===== src/rtl/packet_send_engine_pkg.sv =====
// Shared definitions for the packet send engine and the switch-side header parser.
package packet_send_engine_pkg;

  // Parameter defaults
  localparam int unsigned PORT_NUB_TOTAL_DEF  = 16;
  localparam int unsigned DATA_WIDTH_DEF      = 32;
  localparam int unsigned DATA_LENGTH_MAX_DEF = 512;
  localparam int unsigned PRIORITY_DEF        = 8;

  // Derived widths
  localparam int unsigned WIDTH_SEL      = $clog2(PORT_NUB_TOTAL_DEF);
  localparam int unsigned WIDTH_LENGTH   = $clog2(DATA_LENGTH_MAX_DEF);
  localparam int unsigned WIDTH_PRIORITY = $clog2(PRIORITY_DEF);
  // Low header bits holding the request itself (dest, priority, length)
  localparam int unsigned WIDTH_HAND     = WIDTH_SEL + WIDTH_PRIORITY + WIDTH_LENGTH;
  localparam int unsigned WIDTH_SEQ      = 16;

  // Header field offsets
  localparam int unsigned DEST_LSB = 0;
  localparam int unsigned PRI_LSB  = 4;
  localparam int unsigned LEN_LSB  = 7;
  localparam int unsigned SEQ_LSB  = 16;

  typedef enum logic [1:0] {
    StIdle,
    StHead,
    StBody,
    StDone
  } state_e;

  // Build a header word from its fields
  function automatic logic [DATA_WIDTH_DEF-1:0] pack_header(
    input logic [WIDTH_SEL-1:0]      dest,
    input logic [WIDTH_PRIORITY-1:0] pri,
    input logic [WIDTH_LENGTH-1:0]   len,
    input logic [WIDTH_SEQ-1:0]      seq
  );
    logic [DATA_WIDTH_DEF-1:0] hdr;
    hdr = '0;
    hdr[DEST_LSB +: WIDTH_SEL]      = dest;
    hdr[PRI_LSB  +: WIDTH_PRIORITY] = pri;
    hdr[LEN_LSB  +: WIDTH_LENGTH]   = len;
    hdr[SEQ_LSB  +: WIDTH_SEQ]      = seq;
    return hdr;
  endfunction

endpackage


===== src/rtl/packet_send_engine.sv =====
// Per-ingress-port packet generator: header word then payload words, no backpressure.
module packet_send_engine
  import packet_send_engine_pkg::*;
#(
  parameter int unsigned PORT_NUB_TOTAL  = PORT_NUB_TOTAL_DEF,
  parameter int unsigned DATA_WIDTH      = DATA_WIDTH_DEF,
  parameter int unsigned DATA_LENGTH_MAX = DATA_LENGTH_MAX_DEF,
  parameter int unsigned PRIORITY        = PRIORITY_DEF
) (
  input  logic                                clk,
  input  logic                                rst_n,   // synchronous, active-high
  input  logic                                start,
  input  logic [$clog2(PORT_NUB_TOTAL)-1:0]   dest,
  // "priority" is a reserved word, hence the short name
  input  logic [$clog2(PRIORITY)-1:0]         prio,
  input  logic [$clog2(DATA_LENGTH_MAX)-1:0]  length,
  output logic                                ready,
  output logic                                done,
  output logic                                wr_sop,
  output logic                                wr_eop,
  output logic                                wr_vld,
  output logic [DATA_WIDTH-1:0]               wr_data
);

  localparam int unsigned WSel = $clog2(PORT_NUB_TOTAL);
  localparam int unsigned WPri = $clog2(PRIORITY);
  localparam int unsigned WLen = $clog2(DATA_LENGTH_MAX);

  state_e                state_q, state_d;
  logic [WIDTH_SEQ-1:0]  seq_q, seq_d;
  logic [WLen-1:0]       k_q, k_d;
  logic [WSel-1:0]       dest_q, dest_d;
  logic [WPri-1:0]       pri_q, pri_d;
  logic [WLen-1:0]       len_q, len_d;
  logic                  ready_q, ready_d;
  logic                  done_q, done_d;
  logic                  sop_q, sop_d;
  logic                  eop_q, eop_d;
  logic                  vld_q, vld_d;
  logic [DATA_WIDTH-1:0] data_q, data_d;

  // Next state plus next registered outputs; outputs describe the cycle being entered
  always_comb begin
    state_d = state_q;
    seq_d   = seq_q;
    k_d     = k_q;
    dest_d  = dest_q;
    pri_d   = pri_q;
    len_d   = len_q;
    ready_d = 1'b0;
    done_d  = 1'b0;
    sop_d   = 1'b0;
    eop_d   = 1'b0;
    vld_d   = 1'b0;
    data_d  = '0;
    unique case (state_q)
      StIdle, StDone: begin
        if (start) begin
          dest_d  = dest;
          pri_d   = prio;
          len_d   = length;
          state_d = StHead;
          sop_d   = 1'b1;
          vld_d   = 1'b1;
          eop_d   = (length == '0);
          data_d  = DATA_WIDTH'(pack_header(dest, prio, length, seq_q));
        end else begin
          state_d = StIdle;
          ready_d = 1'b1;
        end
      end
      StHead: begin
        if (len_q == '0) begin
          state_d = StDone;
          done_d  = 1'b1;
          ready_d = 1'b1;
          seq_d   = seq_q + WIDTH_SEQ'(1);
        end else begin
          state_d = StBody;
          k_d     = '0;
          vld_d   = 1'b1;
          eop_d   = (len_q == WLen'(1));
          data_d  = DATA_WIDTH'({seq_q, 16'h0000});
        end
      end
      StBody: begin
        if (k_q + WLen'(1) == len_q) begin
          // Word just shown was the last one
          state_d = StDone;
          done_d  = 1'b1;
          ready_d = 1'b1;
          seq_d   = seq_q + WIDTH_SEQ'(1);
        end else begin
          // k_q + 2 <= len_q here, so no wrap
          k_d    = k_q + WLen'(1);
          vld_d  = 1'b1;
          eop_d  = (k_q + WLen'(2) == len_q);
          data_d = DATA_WIDTH'({seq_q, 16'(k_q + WLen'(1))});
        end
      end
      default: state_d = StIdle;
    endcase
  end

  // State, captured fields and registered outputs
  always_ff @(posedge clk) begin
    if (rst_n) begin
      state_q <= StIdle;
      seq_q   <= '0;
      k_q     <= '0;
      dest_q  <= '0;
      pri_q   <= '0;
      len_q   <= '0;
      ready_q <= 1'b1;
      done_q  <= 1'b0;
      sop_q   <= 1'b0;
      eop_q   <= 1'b0;
      vld_q   <= 1'b0;
      data_q  <= '0;
    end else begin
      state_q <= state_d;
      seq_q   <= seq_d;
      k_q     <= k_d;
      dest_q  <= dest_d;
      pri_q   <= pri_d;
      len_q   <= len_d;
      ready_q <= ready_d;
      done_q  <= done_d;
      sop_q   <= sop_d;
      eop_q   <= eop_d;
      vld_q   <= vld_d;
      data_q  <= data_d;
    end
  end

  assign ready   = ready_q;
  assign done    = done_q;
  assign wr_sop  = sop_q;
  assign wr_eop  = eop_q;
  assign wr_vld  = vld_q;
  assign wr_data = data_q;

endmodule


===== config.mk =====
export PLATFORM = sky130hd
export DESIGN_NAME = packet_send_engine
export DESIGN_NICKNAME = d
export VERILOG_FILES = /design/src/rtl/packet_send_engine_pkg.sv /design/src/rtl/packet_send_engine.sv
export SDC_FILE = /design/constraint.sdc
export NUM_CORES = 1
export LEC_CHECK = 0
export ABC_CLOCK_PERIOD_IN_PS = 4000
export CAP_MARGIN = 20
export CORE_ASPECT_RATIO = 1.5
export CORE_UTILIZATION = 57
export DETAILED_ROUTE_END_ITERATION = 12
export PLACE_DENSITY = 0.88
export SYNTH_ARGS = -nofsm -noshare
export SYNTH_HDL_FRONTEND = slang
export SYNTH_SLANG_ARGS = --single-unit

===== constraint.sdc =====
create_clock -name clk -period 4 [get_ports clk]
set_input_delay 0.6 -clock clk [delete_from_list [all_inputs] [get_ports clk]]
set_output_delay 0.6 -clock clk [all_outputs]
set_load 0.01 [all_outputs]

======== Word level (Yosys, flattened, before mapping) ========
Index checks and enable logic that the tools add are counted.
operators by class
  add/subtract/negate cells ............... 4
  multiply operators ...................... 0
  div/mod/pow operators ................... 0
  magnitude comparators ................... 0
  eq/ne operators ......................... 10
  shift-type cells ........................ 0
  muxes and demuxes ....................... 27
  bitwise logic cells ..................... 1
  reduce and logical (&&, ||, !) cells .... 9
operators with widths
  cell                                            count
  two-way mux 32 bit                              3
  case mux 32 bit (3 select lines)                1
  two-way mux 16 bit                              2
  case mux 16 bit (2 select lines)                1
  == test 9 bit                                   2
  logical NOT 9 bit                               2
  two-way mux 9 bit                               2
  case mux 9 bit (2 select lines)                 1
  adder 16 x 1 -> 16 bit (second input constant)  1
  two-way mux 1 bit                               11
  adder 9 x 1 -> 10 bit (second input constant)   1
  adder 9 x 1 -> 9 bit (second input constant)    1
  adder 9 x 2 -> 9 bit (second input constant)    1
  == test 9 x 1 -> 1 bit (second input constant)  1
  case mux 1 bit (3 select lines)                 3
  inequality test 2 bit (second input constant)   4
  case mux 2 bit (3 select lines)                 1
  AND reduction 3 bit                             2
  == test 2 bit (second input constant)           2
  OR reduction 2 bit                              2
  == test 2 x 1 -> 1 bit (second input constant)  1
  logical NOT 2 bit                               1
  two-way mux 2 bit                               1
  case mux 1 bit (2 select lines)                 1
  3 further kinds                                 3
storage, ports and cells
  register bits after elaboration ......... 73
  bits in latches ......................... 0
  bits in writable memories ............... 0
  ROM bits ................................ 0
  input port bits ......................... 19
  output and inout port bits .............. 37
  word-level logic and storage cells ...... 61
  memories ................................ 0

======== Depth between registers and ports, before layout ========
Gate-level depths: netlist of the first run.
  depth after elaboration ................. 4
  gate-level depth with buffers ........... 9
  gate-level depth less buffers ........... 7

======== Least setup slack after synthesis of the first run ========
OpenSTA, ideal clock, no wires.
  path kind ............................... reg-to-reg
  start point ............................. register k_q[0]
  end point ............................... register data_q[23] (netlist: wr_data[23])
  library setup time ...................... 0.115 ns
  data arrival time ....................... 2.275 ns
  data required time ...................... 3.885 ns
  slack ................................... 1.610 ns
  cell stages (with the launch flop) ...... 9
  path buffers ............................ 1
  clock period less this slack ............ 2.390 ns
  path through ............................ dfxtp_1 -> ha_1 -> nand3_2 -> nor3b_1 -> o211ai_1 -> o41ai_4 -> a211oi_2 -> buf_2 -> and2_1
between the ends
  longest elaborated chain between the ends .. 4
ends and longest elaborated chain
  what                              line                       source
  start: declaration                packet_send_engine.sv:31   logic [WLen-1:0] k_q, k_d;
  start signal: assignment          packet_send_engine.sv:123  k_q <= k_d;
  adder 9 x 1 -> 9 bit              packet_send_engine.sv:87   if (k_q + WLen'(1) == len_q) begin
  == test 9 bit                     packet_send_engine.sv:87
  two-way mux 32 bit                packet_send_engine.sv:87
  case mux 32 bit (3 select lines)  packet_send_engine.sv:56   unique case (state_q)
  end signal: assignment            packet_send_engine.sv:132  data_q <= data_d;
  end: declaration                  packet_send_engine.sv:40   logic [DATA_WIDTH-1:0] data_q, data_d;
Every way passes these cells.
A chain may end at the register's enable or synchronous reset.

======== Final worst setup path of the first run ========
  start point ............................. register k_q[0]
  end point ............................... register data_q[9] (netlist: wr_data[9])
between the ends
  longest elaborated chain between the ends .. 4
  elaborated cells between the ends (all ways) .. 5
  classes of those cells .................. 2 x add/sub; 1 x eq/ne; 2 x mux
ends and longest elaborated chain
  what                                  line
  adder 9 x 1 -> 9 bit                  packet_send_engine.sv:87
  == test 9 bit                         packet_send_engine.sv:87
  two-way mux 32 bit (*)                packet_send_engine.sv:87
  case mux 32 bit (3 select lines) (*)  packet_send_engine.sv:56
Every way passes the cells marked *; elsewhere a longest branch is shown, timed or not.

==> results of run 1 <==
==> logic make-up (layout without fill, tap and decap cells) <==
| logic type | after synthesis | in the layout | share of synthesized area, % |
|---|---|---|---|
| AOI/OAI and AO/OA | 90 | 90 | 19.2 |
| xor gates and xnor gates | 25 | 25 | 6.55 |
| adders and majority gates | 5 | 5 | 1.81 |
| buffers and inverters | 30 | 82 | 4.60 |
| DFF | 73 | 73 | 42.3 |
| and+or+nand+nor | 159 | 159 | 25.6 |
==> placed cells by master, fill, tap and decap left out, types with 5 or more instances in the layout <==
cell type                          n
sky130_fd_sc_hd__clkbuf_8          9
sky130_fd_sc_hd__dfxtp_1          73
sky130_fd_sc_hd__a21oi_1          26
sky130_fd_sc_hd__and3_1            6
sky130_fd_sc_hd__and2_1           23
sky130_fd_sc_hd__a31oi_1           5
sky130_fd_sc_hd__nand2_1          44
sky130_fd_sc_hd__nor2_1           15
sky130_fd_sc_hd__nor3_1            9
sky130_fd_sc_hd__xnor2_1          11
sky130_fd_sc_hd__xor2_1           13
sky130_fd_sc_hd__nand3_1          14
sky130_fd_sc_hd__clkdlybuf4s50_1  55
sky130_fd_sc_hd__or4_1            13
sky130_fd_sc_hd__inv_1             8
sky130_fd_sc_hd__o31ai_1          13
sky130_fd_sc_hd__o21ai_0          13
sky130_fd_sc_hd__nand2b_1          5
sky130_fd_sc_hd__nand4_1          10
sky130_fd_sc_hd__ha_1              5
==> layout make-up <==
type | instances | area, um2 | share of cell area, %
Timing Repair Buffer | 58 | 573 | 13.6
Inverter | 8 | 30.0 | 0.713
Tap cell | 72 | 90.1 | 2.14
Sequential cell | 73 | 1460 | 34.7
Multi-Input combinational cell | 279 | 1840 | 43.6
Clock buffer | 10 | 128 | 3.03
Clock inverter | 6 | 90.1 | 2.14
==> worst paths after layout <==
check,startpoint,to,slack [ps],cells past startpoint
worst max-delay path,k_q[0],wr_data[9],890,7
worst min-delay path,seq_q[15],wr_data[31],500,1
worst max register to register,k_q[0],wr_data[9],890,7
worst min register to register,seq_q[15],wr_data[31],500,1
==> layer usage <==
layer  GRT usage, %  wire length (um)
met1           31.5              3190
met2           50.3              4580
met5              0                 0
met3           5.63               467
met4           18.6               359
==> where the power goes <==
group          leakage (nW)  switching (W)  total, W  internal, W
Sequential            0.593      0.0000624  0.000867     0.000804
Clock                 0.107       0.000283  0.000637     0.000353
Combinational         0.751       0.000454  0.000731     0.000277
==> registers in the layout, summed over array words and instances (netlist names) <==
name	flops
done	1
wr_data	32
wr_eop	1
seq_q	16
len_q	9
wr_vld	1
k_q	9
ready	1
state_q	2
wr_sop	1
==> metrics by stage <==
stage	std cells	setup WS (ps)	hold WS (ps)	utilization, %
5_1_grt	506	706	516	72.2
3_3_place_gp	489	1020	452	68.4
6_report	506	886	504	72.2
3_5_place_dp	489	915	470	68.4
2_1_floorplan	382	1610	442	-
4_1_cts	505	889	500	72.1
==> impl_results.html, run 1 <==
<table>
<tr><th>Metric</th><th>Value</th></tr>
<tr><th colspan="2">Setup path</th></tr>
<tr><td>Largest delay contributor family on the critical path</td><td>compound AO/OA/AOI/OAI gates</td></tr>
<tr><td>Crit Path Category</td><td>flip-flop to flip-flop</td></tr>
<tr><td>Critical path arrival</td><td>roughly 3400 ps</td></tr>
<tr><td>Startpoint Class</td><td>flip-flop</td></tr>
<tr><td>Crit path buf inv count</td><td>0</td></tr>
<tr><td>Critical path, cell by cell</td><td>ha_1 -&gt; xnor2_1 -&gt; o311a_1 -&gt; a311o_2 -&gt; a41oi_4 -&gt; nand2_2 -&gt; o31ai_1</td></tr>
<tr><td>Top fanout value on the critical path</td><td>31</td></tr>
<tr><td>Delay of the slowest critical-path stage</td><td>710 ps</td></tr>
<tr><td>Cell at the slowest stage of the critical path</td><td>sky130_fd_sc_hd__a41oi_4</td></tr>
<tr><td>Kind of end point of the critical path</td><td>flip-flop</td></tr>
<tr><td>Data required time of the worst path</td><td>about 4300 ps</td></tr>
<tr><th colspan="2">Floorplan</th></tr>
<tr><td>Initial standard-cell utilization of the core</td><td>59.3%</td></tr>
<tr><td>Row Count</td><td>34</td></tr>
<tr><td>Core area</td><td>around 5800 um2</td></tr>
<tr><td>Width of the die</td><td>approximately 66 um</td></tr>
<tr><td>Die ar.</td><td>roughly 6400 um2</td></tr>
<tr><td>Number of placed I/O pins</td><td>between 50 and 60</td></tr>
<tr><td>Chip height</td><td>97.4 um</td></tr>
<tr><th colspan="2">Routing</th></tr>
<tr><td>Antenna violation net count after detailed routing</td><td>0</td></tr>
<tr><td>Post-detailed-route DRC marker count</td><td>0</td></tr>
<tr><td>Drt pass-1 iters</td><td>4</td></tr>
<tr><td>Total wire length</td><td>8590 um</td></tr>
<tr><td>Post-detailed-route via-to-cell ratio</td><td>6.12</td></tr>
<tr><td>Count of vias placed by the detailed router</td><td>3097</td></tr>
<tr><td>Wirelength per Cell</td><td>17.0 um</td></tr>
<tr><td>Drt initial violations</td><td>approximately 220</td></tr>
<tr><th colspan="2">Yosys</th></tr>
<tr><td>Most numerous cell types in the synthesized netlist</td><td>sky130_fd_sc_hd__dfxtp_1 (73), sky130_fd_sc_hd__nand2_1 (44), sky130_fd_sc_hd__a21oi_1 (26)</td></tr>
<tr><td>Synthesized area per cell</td><td>9.05 um2</td></tr>
<tr><td>Number of flops mapped to enable cells by yosys</td><td>0</td></tr>
<tr><td>Fraction of the yosys area taken by sequential cells</td><td>between 40% and 50%</td></tr>
<tr><td>Biggest area consumer among synthesized cells</td><td>sky130_fd_sc_hd__dfxtp_1</td></tr>
<tr><td>Leading cell type by number of instances after synthesis</td><td>sky130_fd_sc_hd__dfxtp_1</td></tr>
<tr><td>Post-synth top area share</td><td>~42%</td></tr>
<tr><td>Post-synth cell types</td><td>64</td></tr>
<tr><td>Number of synthesized register bits</td><td>between 70 and 80</td></tr>
<tr><td>YS warnings</td><td>0</td></tr>
<tr><td>Total standard cell area after synthesis</td><td>3460 um2</td></tr>
<tr><td>Largest cells by area after synthesis</td><td>sky130_fd_sc_hd__dfxtp_1 (42%), sky130_fd_sc_hd__nand2_1 (4.8%), sky130_fd_sc_hd__and2_1 (4.2%), sky130_fd_sc_hd__a21oi_1 (3.8%), sky130_fd_sc_hd__xor2_1 (3.3%)</td></tr>
<tr><td>Cells after Synth</td><td>approximately 380</td></tr>
<tr><td>Fraction of registers with async set/reset</td><td>0%</td></tr>
<tr><td>Syn nets</td><td>406</td></tr>
<tr><td>Top FF cell, synth</td><td>sky130_fd_sc_hd__dfxtp_1</td></tr>
<tr><th colspan="2">Global route</th></tr>
<tr><td>Antenna violations before repair</td><td>0</td></tr>
<tr><td>Total global-route track usage</td><td>~29%</td></tr>
<tr><td>Overflow left after global routing</td><td>0</td></tr>
<tr><td>Pin count of the biggest net entering global routing</td><td>32</td></tr>
<tr><td>Wire length of the first global-routing pass</td><td>between 10000 and 15000 um</td></tr>
<tr><td>Via count of the first global-routing pass</td><td>2972</td></tr>
<tr><th colspan="2">Outcome</th></tr>
<tr><td>Result of the run</td><td>completed</td></tr>
<tr><th colspan="2">Finish</th></tr>
<tr><td>Area of all placed cells without fillers</td><td>4210 um2</td></tr>
<tr><td>Filler Cell Count</td><td>around 460</td></tr>
<tr><td>Share of layout cells above drive strength 1</td><td>under 10%</td></tr>
<tr><td>Area overhead of the layout relative to synthesis</td><td>21.8%</td></tr>
<tr><td>Count of inserted antenna diode cells</td><td>0</td></tr>
<tr><td># nets final</td><td>around 450</td></tr>
<tr><th colspan="2">CTS</th></tr>
<tr><td>Clock tree from TritonCTS</td><td>yes</td></tr>
<tr><td># hold bufs at CTS</td><td>0</td></tr>
<tr><td>Clock-pin slew of the registers on the worst-case setup and hold paths</td><td>roughly 80 ps</td></tr>
<tr><td>Max H-tree Level</td><td>3</td></tr>
<tr><td>Number of buffers added by the clock tree synthesis step</td><td>9</td></tr>
<tr><td>Number of clock sinks</td><td>73</td></tr>
<tr><td>Bufs on Longest Clock Path</td><td>2</td></tr>
<tr><td>Number of resized instances in the post-cts repair step</td><td>0</td></tr>
<tr><td>Insertion delay of the later-clocked pin in the worst-skew pair</td><td>approximately 350 ps</td></tr>
<tr><td>Root Driver</td><td>sky130_fd_sc_hd__clkbuf_8</td></tr>
<tr><td>Post-CTS setup buffer count</td><td>0</td></tr>
<tr><th colspan="2">Timing</th></tr>
<tr><td>Total count of hold-check failures in the final report</td><td>0</td></tr>
<tr><td>Maximum clock rate</td><td>321 MHz</td></tr>
<tr><td>RSZ-0062 raised after global routing</td><td>no</td></tr>
<tr><td>Worst slew margin</td><td>a little over two fifths</td></tr>
<tr><td>Post-route setup TNS</td><td>0 ps</td></tr>
<tr><td>Final worst path period need</td><td>3110 ps</td></tr>
<tr><td>Setup clock skew after layout</td><td>about 9.1 ps</td></tr>
<tr><td>Final Slew Violations</td><td>0</td></tr>
<tr><td>Worst Max-Slew Pin Slew</td><td>between 800 and 900 ps</td></tr>
<tr><td>Final period utilization</td><td>77.9%</td></tr>
<tr><td>Setup-violating endpoint count in the final report</td><td>0</td></tr>
<tr><th colspan="2">Pwr</th></tr>
<tr><td>Leak</td><td>1.45 nW</td></tr>
<tr><td>Max IR drop VDD</td><td>between 0.4 and 0.5 mV</td></tr>
<tr><td>Pwr Density</td><td>~530 nW/um2</td></tr>
<tr><td>Total power draw</td><td>between 0.002 and 0.0025 W</td></tr>
<tr><th colspan="2">Placed design</th></tr>
<tr><td>Port-buffer cells</td><td>55</td></tr>
<tr><td>HPWL after detailed placement</td><td>between 6000 and 7000 um</td></tr>
<tr><td>Total cell area at the placement stage</td><td>approximately 4000 um2</td></tr>
<tr><td>GPL Wtd Cong</td><td>0.948</td></tr>
<tr><th colspan="2">Worst hold path</th></tr>
<tr><td>Classification of the worst-slack hold path</td><td>flip-flop to flip-flop</td></tr>
<tr><th colspan="2">Flow run</th></tr>
<tr><td>Maximum capacitance violations</td><td>0</td></tr>
</table>
Note: power is estimated with default switching activity, not from simulation.
==> inputs of run 2 (changes only) <==
--- a/config.mk
+++ b/config.mk
@@ -5,12 +5,12 @@
 export SDC_FILE = /design/constraint.sdc
 export NUM_CORES = 1
 export LEC_CHECK = 0
-export ABC_CLOCK_PERIOD_IN_PS = 4000
+export ABC_CLOCK_PERIOD_IN_PS = 3200
 export CAP_MARGIN = 20
 export CORE_ASPECT_RATIO = 1.5
-export CORE_UTILIZATION = 57
+export CORE_UTILIZATION = 53
 export DETAILED_ROUTE_END_ITERATION = 12
-export PLACE_DENSITY = 0.88
+export PLACE_DENSITY = 0.83
 export SYNTH_ARGS = -nofsm -noshare
 export SYNTH_HDL_FRONTEND = slang
 export SYNTH_SLANG_ARGS = --single-unit
==> constraint.sdc (replaced) <==
create_clock -name clk -period 3.2 [get_ports clk]
set_input_delay 0.48 -clock clk [delete_from_list [all_inputs] [get_ports clk]]
set_output_delay 0.48 -clock clk [all_outputs]
set_load 0.01 [all_outputs]
==> run 2 against run 1 <==
  * Setup slack got worse by 710 ps
  * First-iteration DRC count fell by 6.8%
  * Final cell count rose by 2.8%
  * Count of clock-buffer cells in the layout rose by 1
  * Sequential share of layout area fell by 0.80 points
  * Flip-flop and latch count did not move
  * Non-clock buffer count rose by 11
  * Worst hold slack got worse by 8.9 ps
  * Routed wire length rose by 7.1%
  * Critical path depth did not move
  * Critical path type unchanged
  * Highest routed layer unchanged
==> impl_results.html, run 2 (synthesized netlist as in run 1, its figures left out) <==
<table>
<tr><th>Metric</th><th>Value</th></tr>
<tr><th colspan="2">Timing</th></tr>
<tr><td>Worst Max-Slew Pin Slew</td><td>924 ps (was 871 ps)</td></tr>
<tr><td>RSZ-0062 raised after global routing</td><td>yes (was no)</td></tr>
<tr><td>Worst slew margin</td><td>38.3% (was 41.8%)</td></tr>
<tr><td>Final Slew Violations</td><td>0 (unchanged)</td></tr>
<tr><td>Total count of hold-check failures in the final report</td><td>0 (unchanged)</td></tr>
<tr><td>Final worst path period need</td><td>3030 ps (was 3110 ps)</td></tr>
<tr><td>Final period utilization</td><td>94.5% (was 77.9%)</td></tr>
<tr><td>Maximum clock rate</td><td>331 MHz (was 321 MHz)</td></tr>
<tr><td>Setup-violating endpoint count in the final report</td><td>0 (unchanged)</td></tr>
<tr><td>Setup clock skew after layout</td><td>7.04 ps (was 9.12 ps)</td></tr>
<tr><th colspan="2">Flow run</th></tr>
<tr><td>Maximum capacitance violations</td><td>0 (unchanged)</td></tr>
<tr><th colspan="2">Pwr</th></tr>
<tr><td>Cell-internal power</td><td>0.00177 W (was 0.00144 W)</td></tr>
<tr><td>Clk pwr share</td><td>26.4% (was 28.5%)</td></tr>
<tr><td>Sequential share of power</td><td>38.4% (was 38.8%)</td></tr>
<tr><td>Leak</td><td>1.50 nW (was 1.45 nW)</td></tr>
<tr><td>Fraction of power consumed by combinational cells</td><td>35.2% (was 32.7%)</td></tr>
<tr><td>Switching share of power</td><td>37.3% (was 35.8%)</td></tr>
<tr><td>Pwr Density</td><td>655 nW/um2 (was 531 nW/um2)</td></tr>
<tr><td>Net Switching</td><td>0.00105 W (was 0.000799 W)</td></tr>
<tr><td>Max IR drop VDD</td><td>0.372 mV (was 0.417 mV)</td></tr>
<tr><th colspan="2">Routing</th></tr>
<tr><td>Total wire length</td><td>9200 um (was 8590 um)</td></tr>
<tr><td>Drt pass-1 iters</td><td>4 (unchanged)</td></tr>
<tr><td>Antenna violation net count after detailed routing</td><td>0 (unchanged)</td></tr>
<tr><td>Post-detailed-route via-to-cell ratio</td><td>6.01 (was 6.12)</td></tr>
<tr><td>Count of vias placed by the detailed router</td><td>3126 (was 3097)</td></tr>
<tr><td>Drt initial violations</td><td>207 (was 222)</td></tr>
<tr><td>Post-detailed-route DRC marker count</td><td>0 (unchanged)</td></tr>
<tr><td>Wirelength per Cell</td><td>17.7 um (was 17.0 um)</td></tr>
<tr><th colspan="2">Worst hold path</th></tr>
<tr><td>Classification of the worst-slack hold path</td><td>flip-flop to flip-flop (unchanged)</td></tr>
<tr><td>Endpoint, Worst Hold</td><td>seq_q[10] (was wr_data[31])</td></tr>
<tr><td>Hold Crit Depth</td><td>2 (was 1)</td></tr>
<tr><td>Hold path start</td><td>seq_q[10] (was seq_q[15])</td></tr>
<tr><th colspan="2">Setup path</th></tr>
<tr><td>Number of cells on the critical path</td><td>7 (unchanged)</td></tr>
<tr><td>Kind of end point of the critical path</td><td>flip-flop (unchanged)</td></tr>
<tr><td>Startpoint Class</td><td>flip-flop (unchanged)</td></tr>
<tr><td>Worst R2R Path Depth</td><td>7 (unchanged)</td></tr>
<tr><td>Startpoint of the lowest-slack register-to-register path</td><td>k_q[1] (was k_q[0])</td></tr>
<tr><td>Worst reg2reg endpoint</td><td>seq_q[6] (was wr_data[9])</td></tr>
<tr><td>Cell at the slowest stage of the critical path</td><td>sky130_fd_sc_hd__or4_1 (was sky130_fd_sc_hd__a41oi_4)</td></tr>
<tr><td>Top fanout value on the critical path</td><td>16 (was 31)</td></tr>
<tr><td>Data required time of the worst path</td><td>3460 ps (was 4270 ps)</td></tr>
<tr><td>Critical path, cell by cell</td><td>ha_1 -&gt; and3_1 -&gt; nand2_1 -&gt; xor2_1 -&gt; a41oi_4 -&gt; or4_1 -&gt; a21oi_1 (was ha_1 -&gt; xnor2_1 -&gt; o311a_1 -&gt; a311o_2 -&gt; a41oi_4 -&gt; nand2_2 -&gt; o31ai_1)</td></tr>
<tr><td>Critical path arrival</td><td>3290 ps (was 3380 ps)</td></tr>
<tr><td>Delay of the slowest critical-path stage</td><td>610 ps (was 710 ps)</td></tr>
<tr><td>Crit path buf inv count</td><td>0 (unchanged)</td></tr>
<tr><td>Internal reg-to-reg setup slack</td><td>170 ps (was 890 ps)</td></tr>
<tr><td>Largest delay contributor family on the critical path</td><td>simple AND/OR/NAND/NOR gates (was compound AO/OA/AOI/OAI gates)</td></tr>
<tr><td>Crit Path Category</td><td>flip-flop to flip-flop (unchanged)</td></tr>
<tr><th colspan="2">Global route</th></tr>
<tr><td>Antenna violations before repair</td><td>0 (unchanged)</td></tr>
<tr><td>Via count of the first global-routing pass</td><td>3028 (was 2972)</td></tr>
<tr><td>Total global-route track usage</td><td>28.6% (was 29.2%)</td></tr>
<tr><td>Overflow left after global routing</td><td>0 (unchanged)</td></tr>
<tr><td>Wire length of the first global-routing pass</td><td>14600 um (was 14200 um)</td></tr>
<tr><td>Pin count of the biggest net entering global routing</td><td>32 (unchanged)</td></tr>
<tr><th colspan="2">Placed design</th></tr>
<tr><td>HPWL after detailed placement</td><td>6690 um (was 6120 um)</td></tr>
<tr><td>Port-buffer cells</td><td>55 (unchanged)</td></tr>
<tr><td>GPL Wtd Cong</td><td>0.887 (was 0.948)</td></tr>
<tr><td>Total cell area at the placement stage</td><td>4080 um2 (was 3980 um2)</td></tr>
<tr><th colspan="2">CTS</th></tr>
<tr><td>Max H-tree Level</td><td>3 (unchanged)</td></tr>
<tr><td>Bufs on Longest Clock Path</td><td>2 (unchanged)</td></tr>
<tr><td>Insertion delay of the later-clocked pin in the worst-skew pair</td><td>350 ps (about the same)</td></tr>
<tr><td>Post-CTS setup buffer count</td><td>0 (unchanged)</td></tr>
<tr><td>Number of buffers added by the clock tree synthesis step</td><td>9 (unchanged)</td></tr>
<tr><td>Root Driver</td><td>sky130_fd_sc_hd__clkbuf_8 (unchanged)</td></tr>
<tr><td>Number of clock sinks</td><td>73 (unchanged)</td></tr>
<tr><td>Clock-pin slew of the registers on the worst-case setup and hold paths</td><td>80 ps (about the same)</td></tr>
<tr><td>Clock tree from TritonCTS</td><td>yes (unchanged)</td></tr>
<tr><th colspan="2">Floorplan</th></tr>
<tr><td>Number of placed I/O pins</td><td>56 (unchanged)</td></tr>
<tr><td>Width of the die</td><td>67.9 um (was 65.6 um)</td></tr>
<tr><td>Chip height</td><td>101 um (was 97.4 um)</td></tr>
<tr><td>Initial standard-cell utilization of the core</td><td>55.6% (was 59.3%)</td></tr>
<tr><td>Die ar.</td><td>6860 um2 (was 6390 um2)</td></tr>
<tr><td>Row Count</td><td>35 (was 34)</td></tr>
<tr><td>Core area</td><td>6220 um2 (was 5830 um2)</td></tr>
<tr><th colspan="2">Finish</th></tr>
<tr><td>Area overhead of the layout relative to synthesis</td><td>24.6% (was 21.8%)</td></tr>
<tr><td>Count of inserted antenna diode cells</td><td>0 (unchanged)</td></tr>
<tr><td>Most frequent standard cell in the layout excluding fill and tap cells</td><td>sky130_fd_sc_hd__dfxtp_1 (unchanged)</td></tr>
<tr><td>Top library cells by usage in the layout, fill and taps aside</td><td>sky130_fd_sc_hd__dfxtp_1 (73), sky130_fd_sc_hd__clkdlybuf4s50_1 (55), sky130_fd_sc_hd__nand2_1 (44) (unchanged)</td></tr>
<tr><td>Finished Core Util</td><td>69.3% (was 72.2%)</td></tr>
<tr><td>Share of layout cells above drive strength 1</td><td>10.5% (was 8.06%)</td></tr>
<tr><td>Area of all placed cells without fillers</td><td>4310 um2 (was 4210 um2)</td></tr>
<tr><td>Number of flip-flops under the largest register name</td><td>32 (unchanged)</td></tr>
<tr><td># nets final</td><td>465 (was 453)</td></tr>
<tr><th colspan="2">Outcome</th></tr>
<tr><td>Result of the run</td><td>completed (unchanged)</td></tr>
</table>
## run 2: cell types whose count changed in the layout (fill, tap and decap cells not counted), sizes merged
cell	delta
buf	+11
clkinvlp	+1
inv	+1
a41oi	+1
clkinv	-2
bufinv	-1
clkbuf	+1
## run 2: worst max-delay path by stage
stage | startpoint | end | slack [ps]
2_1_floorplan | k_q[0] | wr_data[23] | 810
3_3_place_gp | k_q[1] | wr_data[9] | 290
3_5_place_dp | k_q[1] | wr_data[9] | 130
4_1_cts | k_q[1] | wr_data[9] | 90
5_1_grt | k_q[1] | seq_q[6] | -1
6_report | k_q[1] | seq_q[6] | 170
## run 2: power groups by stage
stage	Clock [W]	Combinational [W]	Sequential [W]
after global routing	0.000794	0.00108	0.00109
after detailed placement	0	0.000945	0.00110
after global placement	0	0.000927	0.00110
after CTS	0.000757	0.000951	0.00108
after floorplan	0	0.000648	0.00110
final	0.000745	0.000994	0.00108
## run 2: cell type report
type                            count  area [um2]
Clock inverter                      5        62.6
Fill cell                         523        1910
Clock buffer                       11         141
Timing Repair Buffer               69         656
Inverter                            8        30.0
Multi-Input combinational cell    280        1860
Sequential cell                    73        1460
Tap cell                           74        92.6
## run 2: stage by stage
stage	total power, W	setup WS [ps]	TNS, ps	instances	hold slack [ps]
after floorplan	0.00175	810	0	382	442
after global placement	0.00203	292	0	503	454
after detailed placement	0.00205	130	0	503	466
after CTS	0.00279	92.5	0	519	494
after global routing	0.00296	-1.26	-1.26	520	524
final	0.00282	174	0	520	495
## run 2: repair_timing
item / in CTS / in global routing
hold buffers: 0 / 0
resized for setup: 0 / 1
endpoints found under the setup margin: 0 / 7
## run 2: routing by layer
layer | share of wire, % | track usage, % | routed length (um) | up-vias
li1 | - | - | - | 1522
met2 | 53 | 50.5 | 4900 | 92
met4 | 4.7 | 17.0 | 432 | 0
met5 | 0 | 0 | 0 | -
met3 | 4.0 | 4.75 | 370 | 28
met1 | 38 | 30.5 | 3500 | 1484
## run 2: tightest hold or removal path, cell delays in order, from the launching register on
cell and delay (ps):
sky130_fd_sc_hd__dfxtp_1 330, sky130_fd_sc_hd__o31ai_1 70, sky130_fd_sc_hd__a21oi_1 50
==> inputs of run 3 (changes only) <==
--- a/config.mk
+++ b/config.mk
@@ -8,9 +8,9 @@
 export ABC_CLOCK_PERIOD_IN_PS = 3200
 export CAP_MARGIN = 20
 export CORE_ASPECT_RATIO = 1.5
-export CORE_UTILIZATION = 53
+export CORE_UTILIZATION = 25
 export DETAILED_ROUTE_END_ITERATION = 12
-export PLACE_DENSITY = 0.83
+export PLACE_DENSITY = 0.47
 export SYNTH_ARGS = -nofsm -noshare
 export SYNTH_HDL_FRONTEND = slang
 export SYNTH_SLANG_ARGS = --single-unit
==> run 3 against run 2 <==
  * The flow now finishes with violations (DRC)
  * Utilization decreased by 36 points
  * Sequential share of layout area decreased by 1.5 points
  * Critical path depth unchanged
  * Critical path type unchanged
  * Largest power group unchanged
  * Highest routed layer unchanged
==> impl_results.html, run 3 (synthesized netlist as in run 1, its figures left out) <==
<table>
<tr><th>Metric</th><th>Value</th></tr>
<tr><th colspan="2">Placed design</th></tr>
<tr><td>GPL Wtd Cong</td><td>0.871 (was 0.887)</td></tr>
<tr><td>Placed cell count</td><td>592 (was 503)</td></tr>
<tr><td>HPWL after detailed placement</td><td>7330 um (was 6690 um)</td></tr>
<tr><td>Total cell area at the placement stage</td><td>4190 um2 (was 4080 um2)</td></tr>
<tr><td>Port-buffer cells</td><td>55 (unchanged)</td></tr>
<tr><th colspan="2">Finish</th></tr>
<tr><td>Filler Cell Count</td><td>1392 (was 523)</td></tr>
<tr><td>Register cell area after layout</td><td>1460 um2 (unchanged)</td></tr>
<tr><td>Most frequent standard cell in the layout excluding fill and tap cells</td><td>sky130_fd_sc_hd__dfxtp_1 (unchanged)</td></tr>
<tr><td>Area overhead of the layout relative to synthesis</td><td>30.5% (was 24.6%)</td></tr>
<tr><td>Area of all placed cells without fillers</td><td>4510 um2 (was 4310 um2)</td></tr>
<tr><td>Final cell count without fillers</td><td>608 (was 520)</td></tr>
<tr><td># nets final</td><td>465 (unchanged)</td></tr>
<tr><td>Area used by multi-input combinational logic</td><td>1840 um2 (was 1860 um2)</td></tr>
<tr><td>Number of flip-flops under the largest register name</td><td>32 (unchanged)</td></tr>
<tr><td>Top library cells by usage in the layout, fill and taps aside</td><td>sky130_fd_sc_hd__dfxtp_1 (73), sky130_fd_sc_hd__clkdlybuf4s50_1 (55), sky130_fd_sc_hd__nand2_1 (44) (unchanged)</td></tr>
<tr><td>Share of layout cells above drive strength 1</td><td>10.5% (unchanged)</td></tr>
<tr><td>Count of inserted antenna diode cells</td><td>0 (unchanged)</td></tr>
<tr><th colspan="2">Setup path</th></tr>
<tr><td>Critical path, cell by cell</td><td>ha_1 -&gt; xnor2_1 -&gt; o311a_1 -&gt; a311o_2 -&gt; a41oi_4 -&gt; nand2_2 -&gt; o31ai_1 (was ha_1 -&gt; and3_1 -&gt; nand2_1 -&gt; xor2_1 -&gt; a41oi_4 -&gt; or4_1 -&gt; a21oi_1)</td></tr>
<tr><td>Kind of end point of the critical path</td><td>flip-flop (unchanged)</td></tr>
<tr><td>Number of cells on the critical path</td><td>7 (unchanged)</td></tr>
<tr><td>Delay of the slowest critical-path stage</td><td>620 ps (was 610 ps)</td></tr>
<tr><td>Worst R2R Path Depth</td><td>7 (unchanged)</td></tr>
<tr><td>Startpoint Class</td><td>flip-flop (unchanged)</td></tr>
<tr><td>Largest delay contributor family on the critical path</td><td>compound AO/OA/AOI/OAI gates (was simple AND/OR/NAND/NOR gates)</td></tr>
<tr><td>Crit Path Category</td><td>flip-flop to flip-flop (unchanged)</td></tr>
<tr><td>Top fanout value on the critical path</td><td>28 (was 16)</td></tr>
<tr><td>Data required time of the worst path</td><td>3450 ps (was 3460 ps)</td></tr>
<tr><td>Crit path buf inv count</td><td>0 (unchanged)</td></tr>
<tr><td>Cell at the slowest stage of the critical path</td><td>sky130_fd_sc_hd__a41oi_4 (was sky130_fd_sc_hd__or4_1)</td></tr>
<tr><td>Critical path arrival</td><td>3200 ps (was 3290 ps)</td></tr>
<tr><th colspan="2">CTS</th></tr>
<tr><td>Clock tree from TritonCTS</td><td>yes (unchanged)</td></tr>
<tr><td>Number of buffers added by the clock tree synthesis step</td><td>9 (unchanged)</td></tr>
<tr><td>Root Driver</td><td>sky130_fd_sc_hd__clkbuf_16 (was sky130_fd_sc_hd__clkbuf_8)</td></tr>
<tr><td>Number of clock sinks</td><td>73 (unchanged)</td></tr>
<tr><td>Insertion delay of the later-clocked pin in the worst-skew pair</td><td>340 ps (was 350 ps)</td></tr>
<tr><td>Clock-pin slew of the registers on the worst-case setup and hold paths</td><td>60 ps (was 80 ps)</td></tr>
<tr><td>Post-CTS setup buffer count</td><td>0 (unchanged)</td></tr>
<tr><td>Bufs on Longest Clock Path</td><td>2 (unchanged)</td></tr>
<tr><td>Max H-tree Level</td><td>3 (unchanged)</td></tr>
<tr><th colspan="2">Pwr</th></tr>
<tr><td>Max IR drop VDD</td><td>0.251 mV (was 0.372 mV)</td></tr>
<tr><td>Total power draw</td><td>0.00312 W (was 0.00282 W)</td></tr>
<tr><td>Sequential share of power</td><td>34.8% (was 38.4%)</td></tr>
<tr><td>Pwr Density</td><td>691 nW/um2 (was 655 nW/um2)</td></tr>
<tr><td>Switching share of power</td><td>34.2% (was 37.3%)</td></tr>
<tr><td>Cell-internal power</td><td>0.00205 W (was 0.00177 W)</td></tr>
<tr><td>Fraction of power consumed by combinational cells</td><td>30.7% (was 35.2%)</td></tr>
<tr><td>Net Switching</td><td>0.00107 W (was 0.00105 W)</td></tr>
<tr><td>Leak</td><td>1.56 nW (was 1.50 nW)</td></tr>
<tr><td>Clk pwr share</td><td>34.6% (was 26.4%)</td></tr>
<tr><th colspan="2">Floorplan</th></tr>
<tr><td>Initial standard-cell utilization of the core</td><td>25.7% (was 55.6%)</td></tr>
<tr><td>Die ar.</td><td>14300 um2 (was 6860 um2)</td></tr>
<tr><td>Chip height</td><td>146 um (was 101 um)</td></tr>
<tr><td>Core area</td><td>13500 um2 (was 6220 um2)</td></tr>
<tr><td>Number of placed I/O pins</td><td>56 (unchanged)</td></tr>
<tr><td>Width of the die</td><td>98.0 um (was 67.9 um)</td></tr>
<tr><td>Row Count</td><td>52 (was 35)</td></tr>
<tr><th colspan="2">Routing</th></tr>
<tr><td>Antenna violation net count after detailed routing</td><td>0 (unchanged)</td></tr>
<tr><td>Drt initial violations</td><td>112 (was 207)</td></tr>
<tr><td>Wirelength per Cell</td><td>16.3 um (was 17.7 um)</td></tr>
<tr><td>Post-detailed-route via-to-cell ratio</td><td>5.08 (was 6.01)</td></tr>
<tr><td>Total wire length</td><td>9900 um (was 9200 um)</td></tr>
<tr><td>Post-detailed-route DRC marker count</td><td>5 (was 0)</td></tr>
<tr><td>Drt pass-1 iters</td><td>10 (was 4)</td></tr>
<tr><td>Count of vias placed by the detailed router</td><td>3090 (was 3126)</td></tr>
<tr><th colspan="2">Timing</th></tr>
<tr><td>Setup clock skew after layout</td><td>9.92 ps (was 7.04 ps)</td></tr>
<tr><td>Setup-violating endpoint count in the final report</td><td>0 (unchanged)</td></tr>
<tr><td>Maximum clock rate</td><td>339 MHz (was 331 MHz)</td></tr>
<tr><td>Worst Max-Slew Pin Slew</td><td>927 ps (was 924 ps)</td></tr>
<tr><td>Final period utilization</td><td>92.1% (was 94.5%)</td></tr>
<tr><td>Worst slew margin</td><td>38.1% (was 38.3%)</td></tr>
<tr><td>Final Slew Violations</td><td>0 (unchanged)</td></tr>
<tr><td>RSZ-0062 raised after global routing</td><td>no (was yes)</td></tr>
<tr><td>Post-route setup TNS</td><td>0 ps (unchanged)</td></tr>
<tr><td>Final worst path period need</td><td>2950 ps (was 3030 ps)</td></tr>
<tr><td>Total count of hold-check failures in the final report</td><td>0 (unchanged)</td></tr>
<tr><th colspan="2">Worst hold path</th></tr>
<tr><td>Hold Crit Depth</td><td>2 (unchanged)</td></tr>
<tr><td>Classification of the worst-slack hold path</td><td>flip-flop to flip-flop (unchanged)</td></tr>
<tr><th colspan="2">Global route</th></tr>
<tr><td>Overflow left after global routing</td><td>0 (unchanged)</td></tr>
<tr><td>Antenna violations before repair</td><td>0 (unchanged)</td></tr>
<tr><td>Via count of the first global-routing pass</td><td>3122 (was 3028)</td></tr>
<tr><td>Total global-route track usage</td><td>14.5% (was 28.6%)</td></tr>
<tr><td>Pin count of the biggest net entering global routing</td><td>29 (was 32)</td></tr>
<tr><td>Wire length of the first global-routing pass</td><td>15900 um (was 14600 um)</td></tr>
<tr><th colspan="2">Outcome</th></tr>
<tr><td>Violated checks</td><td>DRC</td></tr>
<tr><td>Result of the run</td><td>finished, violations left (was completed)</td></tr>
<tr><th colspan="2">Flow run</th></tr>
<tr><td>Maximum capacitance violations</td><td>0 (unchanged)</td></tr>
</table>
==> run 3: layout make-up <==
class                   count  share of cell area [%]
well taps                 162                    4.49
multi-input cells         279                    40.7
clock buffers              13                    5.99
clock inverters             3                    1.03
flip-flops and latches     73                    32.4
repair buffers             70                    14.7
inverters                   8                   0.666
==> run 3: worst paths after layout <==
| path | startpoint | endpoint | slack [ps] |
|---|---|---|---|
| worst max-delay path | k_q[0] | wr_data[9] | 250 |
| worst min-delay path | seq_q[15] | seq_q[15] | 480 |
| worst max register to register | k_q[0] | wr_data[9] | 250 |
| worst min register to register | seq_q[15] | seq_q[15] | 480 |
==> run 3: power groups by stage <==
stage,Sequential [W],Clock [W],Combinational (W)
after global placement,0.00111,0,0.000955
after global routing,0.00110,0.00114,0.00105
after CTS,0.00109,0.00110,0.000971
final,0.00108,0.00108,0.000956
after floorplan,0.00110,0,0.000648
after detailed placement,0.00111,0,0.000969
==> run 3: worst register-to-register path, stage by stage (launching register included) <==
cell                      delay [ps]
sky130_fd_sc_hd__dfxtp_1         480
sky130_fd_sc_hd__ha_1            330
sky130_fd_sc_hd__xnor2_1         140
sky130_fd_sc_hd__o311a_1         330
sky130_fd_sc_hd__a311o_2         350
sky130_fd_sc_hd__a41oi_4         620
sky130_fd_sc_hd__nand2_2         310
sky130_fd_sc_hd__o31ai_1         300
==> run 3: routing by layer <==
| metal | share of wire, % | GRT usage, % | vias up |
|---|---|---|---|
| li1 | - | - | 1506 |
| met5 | 0 | 0 | - |
| met4 | 3.1 | 8.33 | 0 |
| met2 | 52 | 25.5 | 94 |
| met1 | 40 | 15.7 | 1471 |
| met3 | 4.6 | 3.49 | 19 |
==> run 3: per-stage QoR <==
stage	util [%]	hold slack, ps	worst slack (ps)
after floorplan	-	442	810
after global placement	31.1	470	286
after detailed placement	31.1	480	168
after CTS	33.5	489	160
after global routing	33.5	514	26.1
final	33.5	483	254
==> run 3: repair_timing <==
item	CTS	global route
hold endpoints to repair	0	0
setup endpoints to repair	0	1
hold buffers	0	0
gates resized for setup	0	0
